`src/rtl/semaforo_ctrl_pkg.sv`:
```
// -----------------------------------------------------------------------------
// semaforo_ctrl_pkg
// Definitions shared by the traffic-light controller RTL and its bench.
//   estado_e : FSM state encoding (also driven out on the estado port)
//   max_t    : helper used to size the phase counter from the timing parameters
// -----------------------------------------------------------------------------
package semaforo_ctrl_pkg;

  localparam int ESTADO_W = 2;

  typedef enum logic [ESTADO_W-1:0] {
    ST_VERMELHO_TOTAL = 2'd0,
    ST_VERDE          = 2'd1,
    ST_AMARELO        = 2'd2,
    ST_PISCANTE       = 2'd3
  } estado_e;

  function automatic int max_t(input int a, input int b);
    return (a > b) ? a : b;
  endfunction

endpackage

```
`src/rtl/semaforo_rr_sel.sv`:
```
// -----------------------------------------------------------------------------
// semaforo_rr_sel
// Combinational round-robin pick of the next approach to serve.
//   pend_i  : sticky request vector, one bit per approach
//   cur_i   : approach currently owning the phase
//   prox_o  : first pending approach found scanning cur+1, cur+2, ... (mod N)
//   valid_o : some approach other than cur_i is pending
// The current approach itself is never a candidate.
// -----------------------------------------------------------------------------
module semaforo_rr_sel #(
  parameter int N_VIAS = 2
) (
  input  logic [N_VIAS-1:0]         pend_i,
  input  logic [$clog2(N_VIAS)-1:0] cur_i,
  output logic [$clog2(N_VIAS)-1:0] prox_o,
  output logic                      valid_o
);

  localparam int IDX_W = $clog2(N_VIAS);

  function automatic logic [IDX_W-1:0] wrap_idx(input logic [IDX_W-1:0] base, input int off);
    int s;
    s = int'(base) + off;
    if (s >= N_VIAS) s = s - N_VIAS;
    return IDX_W'(s);
  endfunction

  // cand[k] is the request of the approach k positions after cur_i
  logic [N_VIAS-1:1] cand;
  logic [IDX_W-1:0]  cand_idx [N_VIAS-1:1];

  genvar gi;
  generate
    for (gi = 1; gi < N_VIAS; gi++) begin : g_cand
      assign cand_idx[gi] = wrap_idx(cur_i, gi);
      assign cand[gi]     = pend_i[cand_idx[gi]];
    end
  endgenerate

  // Scan from the farthest offset down so the nearest pending approach wins.
  always_comb begin
    prox_o  = cur_i;
    valid_o = 1'b0;
    for (int k = N_VIAS - 1; k >= 1; k--) begin
      if (cand[k]) begin
        prox_o  = cand_idx[k];
        valid_o = 1'b1;
      end
    end
  end

endmodule

```
`src/rtl/semaforo_ctrl.sv`:
```
// -----------------------------------------------------------------------------
// semaforo_ctrl
// Round-robin traffic-light controller for N_VIAS approaches with timed
// green / yellow / all-red phases, min/max green with gap-out, and a
// flashing-yellow maintenance mode.
//   clk       : system clock, rising edge
//   rst       : synchronous active-high reset
//   sensor    : vehicle present per approach (level)
//   pisca     : maintenance request, flashing yellow on all approaches
//   verde     : green lamp per approach
//   amarelo   : yellow lamp per approach
//   vermelho  : red lamp per approach
//   via_ativa : approach owning the current phase
//   estado    : current FSM state
// Lamps are decoded from registered state only; sensors never reach the
// lamps combinationally.
// -----------------------------------------------------------------------------
module semaforo_ctrl
  import semaforo_ctrl_pkg::*;
#(
  parameter int N_VIAS      = 2,
  parameter int T_VERDE_MIN = 4,
  parameter int T_VERDE_MAX = 8,
  parameter int T_AMARELO   = 2,
  parameter int T_VERMELHO  = 1,
  parameter int T_PISCA     = 3
) (
  input  logic                      clk,
  input  logic                      rst,
  input  logic [N_VIAS-1:0]         sensor,
  input  logic                      pisca,
  output logic [N_VIAS-1:0]         verde,
  output logic [N_VIAS-1:0]         amarelo,
  output logic [N_VIAS-1:0]         vermelho,
  output logic [$clog2(N_VIAS)-1:0] via_ativa,
  output logic [1:0]                estado
);

  localparam int IDX_W = $clog2(N_VIAS);
  localparam int T_MAX = max_t(max_t(max_t(T_VERDE_MIN, T_VERDE_MAX),
                                     max_t(T_AMARELO, T_VERMELHO)), T_PISCA);
  localparam int CNT_W = $clog2(T_MAX) + 1;

  localparam logic [CNT_W-1:0] C_VERM_END  = CNT_W'(T_VERMELHO - 1);
  localparam logic [CNT_W-1:0] C_AMAR_END  = CNT_W'(T_AMARELO - 1);
  localparam logic [CNT_W-1:0] C_PISCA_END = CNT_W'(T_PISCA - 1);
  localparam logic [CNT_W-1:0] C_VMIN_END  = CNT_W'(T_VERDE_MIN - 1);
  localparam logic [CNT_W-1:0] C_VMAX_END  = CNT_W'(T_VERDE_MAX - 1);
  localparam logic [CNT_W-1:0] C_SAT       = {CNT_W{1'b1}};

  generate
    if (N_VIAS < 2 || T_VERDE_MIN < 1 || T_VERDE_MAX < T_VERDE_MIN ||
        T_AMARELO < 1 || T_VERMELHO < 1 || T_PISCA < 1) begin : g_param_check
      $error("semaforo_ctrl: illegal parameter set");
    end
  endgenerate

  estado_e           estado_q, estado_d;
  logic [CNT_W-1:0]  cnt_q, cnt_d;
  logic [IDX_W-1:0]  cur_q, cur_d;
  logic [IDX_W-1:0]  prox_q, prox_d;
  logic [N_VIAS-1:0] pend_q, pend_d;
  logic              flash_q, flash_d;

  logic [N_VIAS-1:0] pend_set;
  logic [IDX_W-1:0]  rr_prox;
  logic              outro;

  // The approach that is green does not latch its own request: it is
  // being served right now.
  genvar gi;
  generate
    for (gi = 0; gi < N_VIAS; gi++) begin : g_pend_set
      assign pend_set[gi] = sensor[gi] &&
                            !((estado_q == ST_VERDE) && (cur_q == IDX_W'(gi)));
    end
  endgenerate

  semaforo_rr_sel #(
    .N_VIAS (N_VIAS)
  ) u_rr_sel (
    .pend_i  (pend_q),
    .cur_i   (cur_q),
    .prox_o  (rr_prox),
    .valid_o (outro)
  );

  // State register
  always_ff @(posedge clk) begin
    if (rst) begin
      estado_q <= ST_VERMELHO_TOTAL;
      cnt_q    <= '0;
      cur_q    <= '0;
      prox_q   <= '0;
      pend_q   <= '0;
      flash_q  <= 1'b0;
    end else begin
      estado_q <= estado_d;
      cnt_q    <= cnt_d;
      cur_q    <= cur_d;
      prox_q   <= prox_d;
      pend_q   <= pend_d;
      flash_q  <= flash_d;
    end
  end

  // Next-state logic
  always_comb begin
    estado_d = estado_q;
    cnt_d    = cnt_q;
    cur_d    = cur_q;
    prox_d   = prox_q;
    flash_d  = flash_q;
    pend_d   = pend_q | pend_set;

    if (pisca && (estado_q != ST_PISCANTE)) begin
      // Maintenance pre-empts any phase; lamps start in the "on" half.
      estado_d = ST_PISCANTE;
      cnt_d    = '0;
      flash_d  = 1'b1;
    end else begin
      unique case (estado_q)
        ST_VERMELHO_TOTAL: begin
          if (cnt_q == C_VERM_END) begin
            estado_d       = ST_VERDE;
            cnt_d          = '0;
            cur_d          = prox_q;
            // Clearing after the set above makes clear win on a collision.
            pend_d[prox_q] = 1'b0;
          end else begin
            cnt_d = cnt_q + 1'b1;
          end
        end

        ST_VERDE: begin
          // Gap-out once min green is served and the current approach is
          // empty; force-off at max green if it keeps demanding.
          if (outro && (cnt_q >= C_VMIN_END) &&
              (!sensor[cur_q] || (cnt_q >= C_VMAX_END))) begin
            estado_d = ST_AMARELO;
            cnt_d    = '0;
            prox_d   = rr_prox;
          end else if (cnt_q != C_SAT) begin
            // Green may rest forever; hold the counter instead of wrapping.
            cnt_d = cnt_q + 1'b1;
          end
        end

        ST_AMARELO: begin
          if (cnt_q == C_AMAR_END) begin
            estado_d = ST_VERMELHO_TOTAL;
            cnt_d    = '0;
          end else begin
            cnt_d = cnt_q + 1'b1;
          end
        end

        ST_PISCANTE: begin
          if (!pisca) begin
            // Leaving maintenance always restarts service at approach 0.
            estado_d = ST_VERMELHO_TOTAL;
            cnt_d    = '0;
            prox_d   = '0;
          end else if (cnt_q == C_PISCA_END) begin
            cnt_d   = '0;
            flash_d = ~flash_q;
          end else begin
            cnt_d = cnt_q + 1'b1;
          end
        end

        default: begin
          estado_d = ST_VERMELHO_TOTAL;
          cnt_d    = '0;
        end
      endcase
    end
  end

  // Output decode
  always_comb begin
    verde    = '0;
    amarelo  = '0;
    vermelho = '1;
    unique case (estado_q)
      ST_VERDE: begin
        verde[cur_q]    = 1'b1;
        vermelho[cur_q] = 1'b0;
      end
      ST_AMARELO: begin
        amarelo[cur_q]  = 1'b1;
        vermelho[cur_q] = 1'b0;
      end
      ST_PISCANTE: begin
        vermelho = '0;
        amarelo  = {N_VIAS{flash_q}};
      end
      default: begin
      end
    endcase
  end

  assign via_ativa = cur_q;
  assign estado    = estado_q;

endmodule
```
`config.mk`:
```
export PLATFORM = sky130hd
export DESIGN_NAME = semaforo_ctrl
export DESIGN_NICKNAME = d
export VERILOG_FILES = /design/src/rtl/semaforo_ctrl_pkg.sv /design/src/rtl/semaforo_rr_sel.sv /design/src/rtl/semaforo_ctrl.sv
export SDC_FILE = /design/constraint.sdc
export NUM_CORES = 1
export LEC_CHECK = 0
export CAP_MARGIN = 10
export CORE_AREA = 2 2 46 48
export CTS_CLUSTER_SIZE = 20
export DETAILED_ROUTE_END_ITERATION = 10
export DIE_AREA = 0 0 48 50
export PLACE_DENSITY = 0.75
export SYNTH_ARGS = -nofsm -noshare
export SYNTH_HDL_FRONTEND = slang
export SYNTH_SLANG_ARGS = --single-unit
export TNS_END_PERCENT = 100
```
`constraint.sdc`:
```
create_clock -name clk -period 2.05 [get_ports clk]
set_clock_uncertainty 0.1 [all_clocks]
set_input_delay 0.205 -clock clk [delete_from_list [all_inputs] [get_ports clk]]
set_output_delay 0.205 -clock clk [all_outputs]
set_load 0.02 [all_outputs]
```
==> results.toml <==
[grt]
grt_pass1_vias = 916
grt_pass1_wl_um = 3988
groute.usage.overall_pct = 22.45
antenna_found_initial = 0
overflow = 0
grt_max_degree = 11

[yosys]
synthTopCellsByArea = "dfxtp_1 (23%), ha_1 (10%), nand2b_1 (4.6%)"
synth_edf_count = 0
synthFlopType = "dfxtp_1"
synth_fp_nets = 130
yosys.area.top_type = "dfxtp_1"
ys_ff_latch = 11
postSynthCellCount = 117
netlist_area_um2 = 958.4
async_flop_share_pct = 0
yosys_warnings = 0
synth.top_cell.area_share_pct = 22.98
synth_area_per_cell_um2 = 8.192
ys_seq_area_share_pct = 22.98
synthDistinctLibCells = 47

[drt]
wl_per_cell_um = 14.92
drt_wl_total_um = 2462
final_antenna_net_count = 0
drc = 0
vias_per_cell = 5.673
vias = 936
drtIter0Drc = 28
dr.pass1.iters = 4

[die]
core.rowCount = 16
die_y_um = 50
ioPinCount = 14
die_x_um = 48
start_util_pct = 50.39
core_mm2 = 0.001902
die_area_mm2 = 0.002400

[clocking]
cts-root-buf = "clkbuf_4"
clock-sinks = 11
clockBufferDepth = 2
path_clk_slew_ns = 0.09
numCtsBuffers = 3
clk-insertion-delay-late_ns = 0.27
cts_tree = "yes"
postCtsSetupRepairBufs = 0
ctsResizeCount = 7
h-tree-depth = 1
ctsHoldBuffers = 0

[timing]
max_slew_margin_pct = 72.53
setup_violations = 0
period_share_pct = 97.24
hold_viol_final = 0
finalMaxSlewViolations = 0
setup_ws_ns = 0.05658
final.min_clock_period_ns = 1.993
worst_slew_pin_slew_ns = 0.4115
holdWs_ns = 0.4275
fmax_mhz = 501.7

[layout]
mostFrequentLayoutCell = "buf_4"
diodes = 0
fin_nets = 152
areaGrowthSynthToFinish_pct = 29.76
layout_common_cells = "buf_4 (12), dfxtp_1 (9), inv_1 (8), nand2_1 (8)"
drive_above_1_share_pct = 23.91

[placement]
pre_cts_ws_ns = -0.05286
numPortBuffers = 13
place_hpwl_um = 1740
place.gp.congestion = 0.7803

[power_and_ir_drop]
power_frac_comb_pct = 62.3
seqPwrFrac_pct = 24.2
leakage_nw = 0.5272
switchingPower_w = 0.0005092
power_frac_clock_pct = 13.4
p_int_w = 0.0006780
peakVddDrop_mv = 0.7631
switching_share_pct = 42.89
power_density_mw_per_mm2 = 954.6

[hold_path]
hold_class = "reg2reg"

[critical_path]
crit_arrival_ns = 1.69
critPathRequiredTime_ns = 1.75
crit_type = "reg2out"
crit_path_end_kind = "output pin"
crit_fanout = 6
critPathLaunchType = "register"

[job]
drv_cap = 0

[status]
status = "finished, final reports clean"
[routing by layer]
layer  vias to the layer above  GRT usage, %  wire [um]
met4                         0         7.658         24
met1                       441         31.11       1116
met2                        23         34.89       1228
met5                         -             0          0
li1                        467             -          -
met3                         5         2.564         92
[synthesized netlist by cell type, types with 2 or more instances]
cell	instances
buf_2	3
nor3b_1	2
nand2b_1	7
nor2_1	7
o21ai_0	5
ha_1	8
nor2b_1	4
mux2i_1	2
clkbuf_1	3
a21oi_1	7
dfxtp_1	11
nand3_1	5
nand2_1	8
inv_1	8
a31oi_1	3
nor3_1	2
o22ai_1	2
[sequential cells by signal (all words and copies together), names as in the netlist]
name and cells:
prox_q 1, via_ativa 1, pend_q 2, estado 2
cnt_q 4, flash_q 1
[critical path: stages, from the launching register on]
cell and delay [ns]:
dfxtp_2 0.36, inv_1 0.16, ha_2 0.33, nor2b_1 0.19, a21oi_1 0.06, dlygate4sd2_1 0.32
[power by group through the flow]
stage / logic, W / clock network (W) / registers, W
2_1_floorplan: 0.000416 / 0 / 0.000302
3_5_place_dp: 0.000707 / 0 / 0.000284
4_1_cts: 0.000695 / 0.000157 / 0.000281
3_3_place_gp: 0.000693 / 0 / 0.000283
6_report: 0.000740 / 0.000159 / 0.000288
5_1_grt: 0.000808 / 0.000168 / 0.000294
[path summary, 6_finish.rpt]
path / cells after the start / end / slack, ns / startpoint
hold reg to reg: 2 / flash_q / 0.43 / flash_q
setup / recovery: 5 / vermelho[0] / 0.06 / estado[1]
hold / removal: 2 / flash_q / 0.43 / flash_q
setup reg to reg: 6 / estado[1] / 0.13 / cnt_q[0]
[area by class of cell]
class / count / area, um^2
Clock buffer: 4 / 26.28
Sequential cell: 11 / 222.7
Multi-Input combinational cell: 90 / 710.7
Fill cell: 156 / 658.1
Tap cell: 27 / 33.78
Timing Repair Buffer: 25 / 220.2
Inverter: 8 / 30.03
[per-stage QoR]
step	total power [W]	std cells	cell area [um^2]	TNS, ns	util [%]
final	0.001187	165	1244	0	65.39
after global routing	0.001269	165	1244	-0.02142	65.39
after CTS	0.001134	165	1204	-0.1514	63.29
after detailed placement	0.0009913	161	1171	-0.08262	61.58
after global placement	0.0009757	161	1171	-0.04048	61.58
after floorplan	0.0007181	117	958.4	0	-
[logic make-up (layout without fill, tap and decap cells)]
| kind of cell | after synthesis | count (layout) | synth area share [%] |
|---|---|---|---|
| mux | 3 | 3 | 3.655 |
| simple gates | 46 | 46 | 28.07 |
| flops | 11 | 11 | 22.98 |
| fa+ha+maj | 8 | 8 | 10.44 |
| xor+xnor | 2 | 2 | 1.828 |
| buf+inv | 16 | 37 | 7.440 |
| compound gates | 31 | 31 | 25.59 |
Power figures use the tool's default switching activity.
